## config.mk

```make
export PLATFORM = sky130hd
export DESIGN_NAME = mem_arbiter
export DESIGN_NICKNAME = d
export VERILOG_FILES = /design/src/rtl/mem_arbiter.sv
export SDC_FILE = /design/constraint.sdc
export NUM_CORES = 1
export LEC_CHECK = 0
export CORE_UTILIZATION = 38
export CTS_BUF_LIST = sky130_fd_sc_hd__clkbuf_4 sky130_fd_sc_hd__clkbuf_8
export DETAILED_ROUTE_END_ITERATION = 12
export PLACE_DENSITY = 0.82
export SLEW_MARGIN = 20
export SYNTH_ARGS = -nofsm -noshare
export SYNTH_HDL_FRONTEND = slang
export SYNTH_SLANG_ARGS = --single-unit
```

## constraint.sdc

```tcl
create_clock -name CLK -period 2.65 [get_ports CLK]
set_clock_uncertainty 0.2 [all_clocks]
set_input_delay 0.3975 -clock CLK [delete_from_list [all_inputs] [get_ports CLK]]
set_output_delay 0.3975 -clock CLK [all_outputs]
set_load 0.03 [all_outputs]
```

## src/rtl/mem_arbiter.sv

```systemverilog
// mem_arbiter: shares one single-word RAM port between the icache and the dcache.
//
// The dcache has priority. While the icache is waiting, the dcache can win at most
// MAX_D_STREAK grants in a row before the icache is served. A grant holds the RAM
// port until ram_ready arrives or the access times out. The owning wait output is
// low for exactly the completing cycle, and the load word is valid in that cycle.
// A timeout returns ERR_WORD on reads and sets a sticky error flag.
//
// Ports:
//   CLK, RST           clock; synchronous active-high reset
//   iREN, iaddr        icache read request and word address
//   iwait, iload       icache handshake (low on completion) and read data
//   dREN, dWEN         dcache read / write request (a write wins if both are set)
//   daddr, dstore      dcache word address and write data
//   dwait, dload       dcache handshake (low on completion) and read data
//   ram_REN, ram_WEN   RAM strobes, registered, held for the whole access
//   ram_addr/ram_store RAM address and write data, taken from the latched request
//   ram_load/ram_ready RAM read data and one-cycle completion pulse
//   err                sticky timeout flag, cleared only by RST

module mem_arbiter #(
    parameter int unsigned MAX_D_STREAK = 4,
    parameter int unsigned TIMEOUT      = 64,
    parameter logic [31:0] ERR_WORD     = 32'hBAD1BAD1
) (
    input  logic        CLK,
    input  logic        RST,
    // icache side
    input  logic        iREN,
    input  logic [31:0] iaddr,
    output logic        iwait,
    output logic [31:0] iload,
    // dcache side
    input  logic        dREN,
    input  logic        dWEN,
    input  logic [31:0] daddr,
    input  logic [31:0] dstore,
    output logic        dwait,
    output logic [31:0] dload,
    // RAM side
    output logic        ram_REN,
    output logic        ram_WEN,
    output logic [31:0] ram_addr,
    output logic [31:0] ram_store,
    input  logic [31:0] ram_load,
    input  logic        ram_ready,
    // status
    output logic        err
);

    localparam int unsigned DW = 32;
    localparam int unsigned SW = $clog2(MAX_D_STREAK + 1);
    localparam int unsigned TW = $clog2(TIMEOUT + 1);

    typedef enum logic [1:0] {
        IDLE  = 2'd0,
        I_ACC = 2'd1,
        D_ACC = 2'd2
    } state_e;

    state_e          state_q;
    logic            wr_q;           // latched op: 1 = write
    logic [SW-1:0]   d_streak_q;     // consecutive dcache grants while icache waits
    logic [TW-1:0]   tmo_q;          // cycles spent in the current access
    logic            err_q;
    logic            ram_ren_q;
    logic            ram_wen_q;
    logic [DW-1:0]   ram_addr_q;
    logic [DW-1:0]   ram_store_q;

    logic            dreq_c;
    logic            d_grant_c;
    logic            i_grant_c;
    logic            acc_c;
    logic            tmo_hit_c;
    logic            done_c;
    logic            tmo_expire_c;
    logic [DW-1:0]   load_c;
    logic [SW-1:0]   d_streak_inc_c;

    // Grant and completion decode
    always_comb begin
        dreq_c         = dREN | dWEN;
        d_grant_c      = dreq_c & (~iREN | (d_streak_q < SW'(MAX_D_STREAK)));
        i_grant_c      = ~d_grant_c & iREN;
        acc_c          = (state_q == I_ACC) || (state_q == D_ACC);
        tmo_hit_c      = (tmo_q == TW'(TIMEOUT - 1));
        done_c         = acc_c & (ram_ready | tmo_hit_c);
        // A ready pulse in the timeout cycle still counts as a normal completion.
        tmo_expire_c   = acc_c & tmo_hit_c & ~ram_ready;
        d_streak_inc_c = (d_streak_q == SW'(MAX_D_STREAK)) ? d_streak_q
                                                            : d_streak_q + SW'(1);
        if (wr_q) begin
            load_c = '0;
        end else if (ram_ready) begin
            load_c = ram_load;
        end else begin
            load_c = ERR_WORD;
        end
    end

    // Wait/load handshake: combinational so the wait pulse lands in the ready cycle
    always_comb begin
        iwait = 1'b1;
        iload = '0;
        dwait = 1'b1;
        dload = '0;
        if (done_c && (state_q == I_ACC)) begin
            iwait = 1'b0;
            iload = load_c;
        end
        if (done_c && (state_q == D_ACC)) begin
            dwait = 1'b0;
            dload = load_c;
        end
    end

    // Arbiter state machine with registered RAM-side outputs
    always_ff @(posedge CLK) begin
        if (RST) begin
            state_q     <= IDLE;
            wr_q        <= 1'b0;
            d_streak_q  <= '0;
            tmo_q       <= '0;
            err_q       <= 1'b0;
            ram_ren_q   <= 1'b0;
            ram_wen_q   <= 1'b0;
            ram_addr_q  <= '0;
            ram_store_q <= '0;
        end else begin
            case (state_q)
                IDLE: begin
                    tmo_q <= '0;
                    if (d_grant_c) begin
                        state_q     <= D_ACC;
                        wr_q        <= dWEN;
                        ram_ren_q   <= ~dWEN;
                        ram_wen_q   <= dWEN;
                        ram_addr_q  <= daddr;
                        ram_store_q <= dWEN ? dstore : '0;
                        d_streak_q  <= iREN ? d_streak_inc_c : '0;
                    end else if (i_grant_c) begin
                        state_q     <= I_ACC;
                        wr_q        <= 1'b0;
                        ram_ren_q   <= 1'b1;
                        ram_wen_q   <= 1'b0;
                        ram_addr_q  <= iaddr;
                        ram_store_q <= '0;
                        d_streak_q  <= '0;
                    end
                end

                I_ACC, D_ACC: begin
                    if (done_c) begin
                        state_q     <= IDLE;
                        tmo_q       <= '0;
                        ram_ren_q   <= 1'b0;
                        ram_wen_q   <= 1'b0;
                        ram_addr_q  <= '0;
                        ram_store_q <= '0;
                        if (tmo_expire_c) begin
                            err_q <= 1'b1;
                        end
                    end else begin
                        tmo_q <= tmo_q + TW'(1);
                    end
                end

                default: begin
                    state_q   <= IDLE;
                    tmo_q     <= '0;
                    ram_ren_q <= 1'b0;
                    ram_wen_q <= 1'b0;
                end
            endcase
        end
    end

    assign ram_REN   = ram_ren_q;
    assign ram_WEN   = ram_wen_q;
    assign ram_addr  = ram_addr_q;
    assign ram_store = ram_store_q;
    assign err       = err_q;

endmodule

```

==> reports/metrics.yaml <==
status: "completed"
rsz0062_at_grt: "no"
die_area_um2: 11800
cp_max_fo: 20
detail-route-antenna-nets: 0
grt_max_degree: 79
grt_overflow: 0
vdd_ir_drop_max_uv: 390
p_leak_uw: 0.00305
drc: 0
postLayoutCellArea_um2: 7180
ys_warn_count: 0
critPathCaptureType: "primary output"
area_growth_syn_to_layout_pct: 66.4
io_buffers: 266
n_antenna_cell: 0
cts_setup_buffers: 0
via_per_inst: 4.93
clock_latency_ns: 0.35
hold_class: "input port to flop"
pin_count: 267
hold_viol: 0
drt_first_pass_iters: 4
die_height_um: 109
worstPathRequired_ns: 2.05
finalSetupViolations: 0
min_period_over_period: 0.969
grt_pass1_vias: 4330
core_region_area_um2: 10900
wl_per_cell_um: 15.0
pre_cts_ws_ns: 0.0710
setup_tns_ns: 0
clk_pin_slew_ns: 0.08
placed_area_um2: 6930
start_util: 0.394
finalNetCount: 919
drt_iter0_drc: 197
drive_above_1_share: 0.139
gp_congestion: 0.813
cts.sinks: 80
fmax_mhz: 390
worstMarginPinSlew_ns: 0.709
p_per_area_nw_per_um2: 529
synth_cell_type_count: 38
track_usage: 0.225
htreeDepth: 3
slew_headroom: 0.527
die_width_um: 109
hpwl_um: 10500
power_uw: 3800
cts-root-buf: "clkbuf_8"
final_cell_count_no_fill: 924
timing.final.ws_setup_ns: 0.0834
synthCells: 532
crit_type: "input port to primary output"
syn-cell-area_um2: 4310
period_needed_ns: 2.57
cts_tree: "yes"
worstSetupStartpointType: "input port"
cts.path.max_buffers: 2
grt_antenna_before_repair: 0
rows: 38
crit_arrival_ns: 1.97
synth_area_per_cell_um2: 8.11
yosysSeqAreaShare: 0.371
dp.cells: 908
synth_seq_cells: 80
grt_pass1_wl_um: 20800
wl_um: 13800
cts_buffers: 9
synth_nets: 672
cap_violations: 0
vias: 4553
slew_viol_final: 0
## placed cells by master, fill, tap and decap left out, types with 4 or more instances in the layout
cell type | Yosys | final
a21o_1 | 18 | 18
a21oi_1 | 35 | 35
buf_12 | 3 | 6
buf_4 | 3 | 72
clkbuf_8 | 0 | 12
clkdlybuf4s50_1 | 0 | 199
dfxtp_1 | 80 | 80
ha_1 | 6 | 5
inv_1 | 24 | 24
mux2i_1 | 64 | 64
nand2_1 | 48 | 48
nand2b_1 | 37 | 37
nor2_1 | 77 | 75
o21ai_0 | 30 | 30
o32ai_1 | 4 | 4
or3_1 | 33 | 33
## metrics by stage
| step | util | hold slack, ns |
|---|---|---|
| floorplan | - | 0.213 |
| global placement | 0.633 | 0.224 |
| detailed placement | 0.633 | 0.238 |
| CTS | 0.654 | 0.189 |
| global route | 0.656 | 0.219 |
| finish | 0.656 | 0.195 |
## cells in the mapped netlist, drive strengths merged
cell type	n	area, um2
dfxtp	80	1600
nor2	78	300
mux2i	64	641
nand2	48	180
nand2b	37	231
a21oi	35	175
o21ai	33	165
or3	33	206
clkbuf	31	116
inv	24	90.1
a21o	18	135
buf	14	148
ha	6	75.1
nand3	4	20.0
o32ai	4	35.0
xnor2	3	26.3
a22oi	2	15.0
nor2b	2	12.5
nor3	2	15.0
o21bai	2	15.0
or2	2	12.5
a21bo	1	10.0
a21boi	1	7.51
and3	1	6.26
nand3b	1	7.51
nor4b	1	15.0
o2111ai	1	8.76
o21ba	1	10.0
o2bb2ai	1	15.0
o31ai	1	7.51
xor2	1	8.76
## state kept, by name, indices dropped and copies added (netlist names)
| signal | flops |
|---|---|
| err | 1 |
| ram_WEN | 1 |
| ram_addr | 32 |
| ram_REN | 1 |
| tmo_q | 7 |
| state_q | 2 |
| ram_store | 32 |
| wr_q | 1 |
| d_streak_q | 3 |
## layer usage
metal | up-vias | part of all wire | track usage
li1 | 2270 | - | -
met4 | 0 | 0.021 | 0.0840
met3 | 21 | 0.066 | 0.0458
met5 | - | 0 | 0
met1 | 2108 | 0.39 | 0.236
met2 | 154 | 0.52 | 0.435
## critical path, cell delays in order
cell,delay (ns)
clkdlybuf4s50_1,0.49
buf_4,0.25
nor2b_1,0.16
buf_4,0.23
nand2_1,0.10
nor2_1,0.14
buf_4,0.19
## kinds of logic after synthesis
kind of cell             share of synthesized area
AO/OA/AOI/OAI                                0.139
adder cells (fa/ha/maj)                     0.0174
buffers and inverters                       0.0821
multiplexers                                 0.149
XOR/XNOR                                   0.00812
AND/OR/NAND/NOR                              0.234
flip-flops                                   0.371
## power breakdown
part	leakage, uW	internal [uW]	total, uW	switching, uW
Clock	0.000109	513	958	445
Combinational	0.00229	678	1440	764
Sequential	0.000655	1330	1400	69.2
Total	0.00305	2520	3800	1280
## path summary, 6_finish.rpt
check	startpoint	endpoint	slack, ns	cells after the start
min reg2reg	err	err	0.25	2
min	RST	ram_store[31]	0.20	4
max reg2reg	state_q[1]	ram_addr[10]	0.33	7
max	ram_ready	iload[8]	0.08	7
## what timing repair did
| action | CTS | global route |
|---|---|---|
| hold buffers | 0 | 0 |
| endpoints found under the setup margin | 4 | 64 |
| resized for setup | 4 | 8 |
| hold endpoints to repair | 0 | 0 |
| pin swaps | 0 | 1 |
## area by class of cell
class                   count  area (um2)
clock buffers              12         165
clock inverters             4        51.3
fillers                   917        3760
inverters                  24        90.1
multi-input cells         383        2410
flip-flops and latches     80        1600
well taps                 140         175
repair buffers            281        2690
(Power assumes the default switching activity.)
==> patch, RTL diff (same settings) <==
The parameter `TIMEOUT` goes from 64 to 128.
--- a/src/rtl/mem_arbiter.sv
+++ b/src/rtl/mem_arbiter.sv
@@ -21,5 +21,5 @@
 module mem_arbiter #(
     parameter int unsigned MAX_D_STREAK = 4,
-    parameter int unsigned TIMEOUT      = 64,
+    parameter int unsigned TIMEOUT      = 128,
     parameter logic [31:0] ERR_WORD     = 32'hBAD1BAD1
 ) (
Check against the original RTL: no difference found for any inputs over 4 cycles, from zero or initial values and one cycle with RST high; that may be too few to reach the edited logic, so the function may still have changed.
==> patch against the unedited design <==
  * Cell area up 0.87%
  * Total power increased by 1.8%
  * Core utilization is 0.57 points higher
  * Register-to-register slack hardly changed
  * Sequential cell count increased by 1
  * Critical path depth unchanged
  * Setup slack improved by 0.025 ns
  * Routed wire length up 2.8%
  * First-iteration DRC count is 4.6% lower
  * Area after synthesis up 0.17%
  * Global-route usage is 0.64 points higher
  * Critical endpoint is now dload[19]
==> patch: results (changes against the unedited design) <==
Worst Hold Depth -> 2 (-2)
Setup WS pre-CTS -> -0.0859 ns (-0.157 ns)
GRT Util Overall -> 0.232 (+0.00638)
CP Max Fanout -> 21 (+5.0%)
Placed Area -> 0.00694 sq mm (+0.14%)
reg2reg end -> tmo_q[3]
fin nets -> 931 (+1.3%)
Non-CTS buffers -> 284 (+1.1%)
vias in the first global route -> 4540 (+4.8%)
Initial DRC Count -> 188 (-4.6%)
top post-synthesis cells by area -> dfxtp_1 38%, mux2i_1 15%, nor2_1 7.1%
non-filler cells, final -> 936 (+1.3%)
number of distinct library cells after synthesis -> 32 (-16%)
first-pass GRT wire length -> 21.3 mm (+2.6%)
placed cells -> 916 (+0.88%)
layout cell share with drive strength beyond 1 -> 0.143 (+0.00419)
syn nets -> 680 (+1.2%)
adder-cell share of the synthesized area -> 0.0174 (-0.0000302)
NonClk Buf Share -> 0.369 (-0.00531)
DR WL/cell -> 15.2 um (+1.5%)
mux cell area share after synthesis -> 0.148 (-0.000258)
Leak -> 3.09 nW (+1.4%)
status -> complete, no violations
num sequential -> 81 (+1.3%)
Layout fillers -> 906 (-1.2%)
count of multi-input gates -> 391 (+2.1%)
Vias per Instance -> 4.98 (+1.0%)
==> patch: changes by cell type after synthesis, moves of 2 or more <==
cell / delta
buf_6: +2
buf_12: -3
o211ai_1: +2
nor2_1: +5
o21bai_1: -2
buf_4: -2
buf_2: +2
nor3_1: +4
o21ai_0: +2
o21ai_1: -3
==> patch: repair_timing <==
action,in CTS,in global routing
buffers inserted,0,1
pin swaps,1,2
setup endpoints to repair,65,82
cloned,1,2
resized for setup,1,10
==> patch: how the worst max path moves through the flow <==
stage / startpoint / end / slack [ns]
global route: tmo_q[0] / dload[13] / -0.02
floorplan: tmo_q[0] / iload[22] / 0.04
global placement: dWEN / ram_store[9] / 0.03
CTS: tmo_q[0] / iload[22] / 0.005
detailed placement: dREN / ram_store[31] / -0.09
finish: ram_ready / dload[19] / 0.11
==> patch: critical path, cell delays in order <==
cell	delay, ns
clkdlybuf4s50_1	0.52
buf_4	0.26
nor2b_1	0.16
buf_4	0.22
nand2_1	0.11
nor2_1	0.12
buf_4	0.17
